===== src/rtl/beat_pkg.sv =====
// Shared beat-pipeline definitions: skid-buffer state encodings and pipeline-stage constants.
package beat_pkg;

   typedef enum logic [1:0] {
      INIT  = 2'd0,
      EMPTY = 2'd1,
      BUSY  = 2'd2,
      FULL  = 2'd3
   } beat_state_e;

   localparam int unsigned STAGE_IN   = 0;
   localparam int unsigned STAGE_OUT  = 1;
   localparam int unsigned SKID_DEPTH = 2;

endpackage


===== src/rtl/beat_stats_counter.sv =====
// Pop and stall counters for the beat skid buffer; both wrap modulo 2^CNT_W.
module beat_stats_counter
   import beat_pkg::*;
#(
   parameter int unsigned CNT_W = 32
) (
   input  logic             clk,
   input  logic             rst_n,
   input  logic             pop_i,
   input  logic             stall_i,
   output logic [CNT_W-1:0] beat_cnt_o,
   output logic [CNT_W-1:0] stall_cnt_o
);

   logic [CNT_W-1:0] beat_q, beat_d;
   logic [CNT_W-1:0] stall_q, stall_d;

   always_comb begin
      beat_d  = beat_q;
      stall_d = stall_q;
      if (pop_i)   beat_d  = beat_q + 1'b1;
      if (stall_i) stall_d = stall_q + 1'b1;
   end

   always_ff @(posedge clk or negedge rst_n) begin
      if (!rst_n) begin
         beat_q  <= '0;
         stall_q <= '0;
      end else begin
         beat_q  <= beat_d;
         stall_q <= stall_d;
      end
   end

   assign beat_cnt_o  = beat_q;
   assign stall_cnt_o = stall_q;

endmodule


===== src/rtl/beat_skid_buffer.sv =====
// Two-entry skid buffer with fully registered ready/valid/data outputs.
// Define BEAT_SKID_STATS_EN to add the beat_cnt/stall_cnt statistics outputs.
module beat_skid_buffer
   import beat_pkg::*;
#(
   parameter int unsigned DATA_W = 1,
   parameter int unsigned CNT_W  = 32
) (
   input  logic              clk,
   input  logic              rst_n,
   input  logic [DATA_W-1:0] in_data,
   input  logic              in_valid,
   output logic              this_ready,
   output logic [DATA_W-1:0] out_data,
   output logic              out_valid,
   input  logic              next_ready
`ifdef BEAT_SKID_STATS_EN
   ,
   output logic [CNT_W-1:0]  beat_cnt,
   output logic [CNT_W-1:0]  stall_cnt
`endif
);

   beat_state_e       state_q, state_d;
   logic [DATA_W-1:0] main_q, main_d;
   logic [DATA_W-1:0] skid_q, skid_d;
   logic              rdy_q, rdy_d;
   logic              vld_q, vld_d;
   logic              accept, pop;

   assign accept = in_valid && rdy_q;
   assign pop    = vld_q && next_ready;

   always_comb begin
      state_d = state_q;
      main_d  = main_q;
      skid_d  = skid_q;
      unique case (state_q)
         INIT:  state_d = EMPTY;
         EMPTY: begin
            if (accept) begin
               main_d  = in_data;
               state_d = BUSY;
            end
         end
         BUSY: begin
            if (accept && !pop) begin
               skid_d  = in_data;
               state_d = FULL;
            end else if (accept && pop) begin
               main_d  = in_data;
            end else if (pop) begin
               state_d = EMPTY;
            end
         end
         FULL: begin
            // rdy_q is low here, so in_valid cannot be accepted.
            if (pop) begin
               main_d  = skid_q;
               state_d = BUSY;
            end
         end
         default: state_d = INIT;
      endcase
      // Handshake flags are decoded from the next state so they come straight from flops.
      rdy_d = (state_d == EMPTY) || (state_d == BUSY);
      vld_d = (state_d == BUSY)  || (state_d == FULL);
   end

   always_ff @(posedge clk or negedge rst_n) begin
      if (!rst_n) begin
         state_q <= INIT;
         main_q  <= '0;
         skid_q  <= '0;
         rdy_q   <= 1'b0;
         vld_q   <= 1'b0;
      end else begin
         state_q <= state_d;
         main_q  <= main_d;
         skid_q  <= skid_d;
         rdy_q   <= rdy_d;
         vld_q   <= vld_d;
      end
   end

   assign this_ready = rdy_q;
   assign out_valid  = vld_q;
   assign out_data   = main_q;

`ifdef BEAT_SKID_STATS_EN
   beat_stats_counter #(
      .CNT_W (CNT_W)
   ) u_stats (
      .clk         (clk),
      .rst_n       (rst_n),
      .pop_i       (pop),
      .stall_i     (vld_q && !next_ready),
      .beat_cnt_o  (beat_cnt),
      .stall_cnt_o (stall_cnt)
   );
`endif

endmodule


===== config.mk =====
export PLATFORM = sky130hd
export DESIGN_NAME = beat_skid_buffer
export DESIGN_NICKNAME = d
export VERILOG_FILES = /design/src/rtl/beat_pkg.sv /design/src/rtl/beat_stats_counter.sv /design/src/rtl/beat_skid_buffer.sv
export SDC_FILE = /design/constraint.sdc
export NUM_CORES = 1
export LEC_CHECK = 0
export CAP_MARGIN = 10
export CORE_AREA = 2 2 39 41
export CTS_BUF_LIST = sky130_fd_sc_hd__clkbuf_8 sky130_fd_sc_hd__clkbuf_16
export CTS_CLUSTER_SIZE = 14
export DETAILED_ROUTE_END_ITERATION = 8
export DIE_AREA = 0 0 41 43
export GPL_TIMING_DRIVEN = 0
export RECOVER_POWER = 25
export SYNTH_ARGS = -nofsm -noshare
export SYNTH_HDL_FRONTEND = slang
export SYNTH_SLANG_ARGS = --single-unit

===== constraint.sdc =====
create_clock -name clk -period 1.8 [get_ports clk]
set_clock_uncertainty 0.2 [all_clocks]
set_input_delay 0.27 -clock clk [delete_from_list [all_inputs] [get_ports clk]]
set_output_delay 0.27 -clock clk [all_outputs]
set_load 0.01 [all_outputs]

# Word level (Yosys, flattened, before mapping)
# Cells that the tools add are included.
[word_totals]
ff_bits = 6
latch_bits = 0
ramBits = 0
rom_bits = 0
wordCells = 37
memories = 0
[classes]
addsub = 0
mul = 0
div_mod_pow = 0
order_cmp = 0
n_eq_ne = 10
n_shift = 0
n_mux = 11
bitwise_logic = 0
n_reduce_logical = 11
[op_table]
columns = ["operator", "n"]
rows = [
  ["$mux W2", 5],
  ["$eq A2 B2 Y1 const B", 4],
  ["$ne A2 B2 Y1 const B", 4],
  ["$pmux W2 S4", 1],
  ["$reduce_and A5 Y1", 1],
  ["$eq A2 B1 Y1 const B", 2],
  ["$logic_and A1 B1 Y1", 4],
  ["$mux W1", 4],
  ["$pmux W1 S3", 1],
  ["$reduce_bool A3 Y1", 1],
  ["$logic_not A2 Y1", 1],
  ["$logic_or A1 B1 Y1", 2],
  ["$reduce_and A2 Y1", 1],
  ["$logic_not A1 Y1", 1],
]

# Longest topological paths before layout
[depth]
word_depth = 7
ltp_mapped = 5
depth_no_buf = 5

# Worst setup path after synthesis
# Ideal clock, no wire load.
[synth_timing]
path_kind = "register to register"
start = "register rdy_q, in the netlist this_ready"
end = "register vld_q, in the netlist out_valid"
setup_time_ps = 127
arrival_time_ps = 1406
t_required_ps = 1473
setup_slack_ps = 67
stages_incl_launch_ff = 6
path_buffers = 0
synth_period_minus_slack_ps = 1733
path_cell_list = "dfrtp_1 > a31oi_1 > nor2_1 > xnor2_1 > ha_1 > or2_2"
[synth_via]
elab_chain_len = 7
[synth_rtl]
columns = ["element", "line_no", "source"]
rows = [
  ["start, declared", "beat_skid_buffer.sv:27", "logic rdy_q, rdy_d;"],
  ["start signal, assigned", "beat_skid_buffer.sv:81", "rdy_q <= rdy_d;"],
  ["$logic_and A1 B1 Y1 (*)", "beat_skid_buffer.sv:31", "assign accept = in_valid && rdy_q;"],
  ["$logic_and A1 B1 Y1", "beat_skid_buffer.sv:50", "end else if (accept && pop) begin"],
  ["$mux W2", "beat_skid_buffer.sv:50", ""],
  ["$mux W2", "beat_skid_buffer.sv:47", "if (accept && !pop) begin"],
  ["$pmux W2 S4 (*)", "beat_skid_buffer.sv:38", "unique case (state_q)"],
  ["via state_d[0]", "beat_skid_buffer.sv:24", "beat_state_e state_q, state_d;"],
  ["$eq A2 B2 Y1", "beat_skid_buffer.sv:67", "vld_d = (state_d == BUSY) || (state_d == FULL);"],
  ["$logic_or A1 B1 Y1 (*)", "beat_skid_buffer.sv:67", ""],
  ["via vld_d", "beat_skid_buffer.sv:28", "logic vld_q, vld_d;"],
  ["end signal, assigned", "beat_skid_buffer.sv:82", "vld_q <= vld_d;"],
  ["end, declared", "beat_skid_buffer.sv:28", ""],
]
# Mark *: on every way through the listed nets, which the timed path passes. The rest lies on a longest branch.
# A chain may end at the register's enable or synchronous reset.

# Final worst setup path
[layout_timing]
start = "register state_q[0]"
end = "register vld_q, in the netlist out_valid"
[layout_via]
elab_chain_len = 6
[layout_rtl]
columns = ["element", "line_no", "source"]
rows = [
  ["start, declared", "beat_skid_buffer.sv:24", ""],
  ["start signal, assigned", "beat_skid_buffer.sv:78", "state_q <= state_d;"],
  ["$mux W2", "beat_skid_buffer.sv:52", "end else if (pop) begin"],
  ["$mux W2", "beat_skid_buffer.sv:50", ""],
  ["$mux W2", "beat_skid_buffer.sv:47", ""],
  ["$pmux W2 S4 (*)", "beat_skid_buffer.sv:38", ""],
  ["via state_d[0]", "beat_skid_buffer.sv:24", ""],
  ["$eq A2 B2 Y1", "beat_skid_buffer.sv:67", ""],
  ["$logic_or A1 B1 Y1 (*)", "beat_skid_buffer.sv:67", ""],
  ["via vld_d", "beat_skid_buffer.sv:28", ""],
]
# Marks and branches as above.

==> results.yml <==
routing:
  drt-vias-per-instance: 4.57
  routed_wl_um: 573
  dr_total_vias: 233
  drc: 0
  antenna_left: 0
  first_iter_violations: 1
  wl_per_cell_um: 11.2
  drtPass1Iterations: 4
yosys:
  synth_top_area_share_pct: 48.6
  synthSimpleGateAreaFrac_pct: 12.1
  synth-compound-area-share_pct: 10.9
  yosysSeqAreaShare_pct: 48.6
  ys_warn_count: 0
  ys_types: 15
  synth-seq-cells: 6
  synthMuxAreaShare_pct: 13.4
  synth_top_family_by_area: "multiplexers"
  yosys.area_share.xor_xnor_pct: 5.67
  synth.avg_cell_area_um2: 12.4
  ys_top_cells_by_area: "dfrtp_1 (49%), mux2_4 (9.7%), ha_1 (8.1%)"
  synth-adder-area-share_pct: 8.10
  synth_nets: 32
  syn-instance-count: 25
  yosysTopAreaCell: "dfrtp_1"
  synth_area_um2: 309
power_and_ir_drop:
  p_clk_share_pct: 21.2
  max-vdd-ir-drop_uv: 485
  p_seq_share_pct: 31.2
  internal-power_w: 0.000599
  p_comb_share_pct: 47.6
  leakage_nw: 0.192
  powerDensity_nw_per_um2: 1970
  p_sw_share_pct: 33.9
  power_w: 0.000906
  power.switching_w: 0.000307
place:
  dp_slack_ns: -0.318
  place_inst: 48
  port_buffers: 7
  place.detailed.hpwl_um: 409
  post_dp_cell_area_um2: 399
  gp_congestion: 0.682
global_routing:
  use_met2_pct: 13.1
  grt_pass1_vias: 260
  track_usage_pct: 8.81
  antenna_found_initial: 0
  grt_max_degree: 7
  grt_busiest_layer: "met2"
  grt_overflow: 0
  grt_pass1_wl_um: 1000
  grtUsageMet1_pct: 8.91
  grt.met3_usage_pct: 3.14
finish:
  final_cells: 51
  drive_gt1_share_pct: 34.3
  fin_util_pct: 33.3
  final_net_count: 44
  diodes: 0
  area_delta_synth_final_pct: 49.0
  final_area_um2: 460
worst_setup_path:
  cp-end-kind: "flip-flop"
  r2r_cells: 5
  cp.required_ns: 1.70
  path_class: "reg -> reg"
  ff2ff_setup_slack_ns: 0.07
  worstPathArrival_ns: 1.62
  start_kind: "flip-flop"
  reg2reg_from: "state_q[0]"
  r2r_end: "out_valid"
  cp_max_fo: 4
timing:
  fin_crit_sh_pct: 96.0
  rsz0062_at_grt: "no"
  post-route-min-period_ns: 1.73
  timing.final.hold_violations: 0
  worst_pin_slew_ns: 0.352
  setup_ws_ns: 0.0714
  fmax_ghz: 0.578
  maxSlewHeadroom_pct: 76.3
  drv_slew: 0
  setup_viol: 0
clock_network:
  cts_tree: "done"
  postCtsSetupBuffers: 0
  hold_buffers: 0
  cts_buffers: 3
  htreeDepth: 1
  clk_pin_slew_worst_paths_ns: 0.03
  cts_buffer_depth: 2
  ctsRootBufferMaster: "clkbuf_8"
  clk_latency_ns: 0.22
  cts_sinks: 6
run:
  maxCapViolCount: 0
die:
  die_area_um2: 1760
  initial_core_util_pct: 22.3
  die_w_um: 41
  coreArea_um2: 1380
  die_h_um: 43
  num_io_pins: 8
  rows: 14
min_path:
  worst_hold_path_type: "in -> async"
status:
  status: "finished clean"
-- sequential cells by signal, summed over array words and instances (netlist names) --
register	cells
out_data	1
state_q	2
this_ready	1
skid_q	1
out_valid	1
-- synthesized netlist by cell type (all sizes together) --
| library cell | number |
|---|---|
| o21ai | 1 |
| a31oi | 1 |
| dfrtp | 6 |
| ha | 2 |
| a21boi | 1 |
| or2 | 1 |
| mux2 | 3 |
| nor3 | 2 |
| a21bo | 1 |
| nand2 | 2 |
| a21oi | 1 |
| xnor2 | 2 |
| nor2 | 1 |
| inv | 1 |
-- per-stage QoR --
step           hold WS [ns]  setup TNS (ns)
2_1_floorplan        -0.226               0
3_3_place_gp          0.272          -0.414
3_5_place_dp          0.279          -0.419
4_1_cts               0.103               0
5_1_grt               0.183               0
6_report              0.165               0
-- worst max-delay path: stages, from the launching register on --
cell	delay [ns]
dfrtp_1	0.43
a31oi_4	0.26
nor2_2	0.09
xnor2_1	0.15
ha_1	0.20
or2_2	0.28
-- power groups by stage --
stage | Clock [W] | Sequential, W | Combinational (W)
global route | 0.000204 | 0.000298 | 0.000481
finish | 0.000192 | 0.000283 | 0.000431
floorplan | 0 | 0.000271 | 0.000280
CTS | 0.000196 | 0.000268 | 0.000433
detailed placement | 0 | 0.000261 | 0.000421
global placement | 0 | 0.000260 | 0.000420
-- logic make-up (layout without fill, tap and decap cells) --
group,Yosys count,after routing
compound gates,5,5
buf+inv,1,11
xor+xnor,2,2
simple gates,6,6
mux,3,3
flops,6,6
fa+ha+maj,2,2
-- cell usage in the layout (no fill, tap or decap), drive strengths merged --
master         n
dfrtp          6
clkdlybuf4s50  5
clkbuf         3
mux2           3
xnor2          2
nand2          2
nor3           2
ha             2
a21boi         1
a21oi          1
a31oi          1
nor2           1
a21bo          1
o21ai          1
inv            1
or2            1
dlygate4sd2    1
dlygate4sd3    1
-- final cells by class --
type                       count  area [um2]
clock buffer                   3        41.3
fill                         153         923
inverter                       1        3.75
multi-input combinational     18         176
sequential                     6         150
tap                           16        20.0
timing repair buffer           7        68.8
-- worst max-delay path by stage --
| stage | depth (start not counted) | end | from | slack, ns |
|---|---|---|---|---|
| floorplan | 5 | out_valid | this_ready | 0.07 |
| global placement | 6 | out_valid | in_valid | -0.31 |
| detailed placement | 6 | out_valid | in_valid | -0.32 |
| CTS | 5 | out_valid | state_q[0] | 0.05 |
| global route | 5 | out_valid | state_q[0] | 0.03 |
| finish | 5 | out_valid | state_q[0] | 0.07 |
-- timing repair --
| item | CTS | global route |
|---|---|---|
| pin swaps | 2 | 0 |
| setup endpoints to repair | 1 | 1 |
| endpoints found under the hold margin | 0 | 0 |
| gates resized for setup | 4 | 1 |
-- per-layer routing --
metal,part of all wire [%],vias to the layer above
met3,9.1,4
met4,3.7,0
met5,0,-
li1,-,108
met1,44,111
met2,43,10
(Power assumes the default switching activity.)
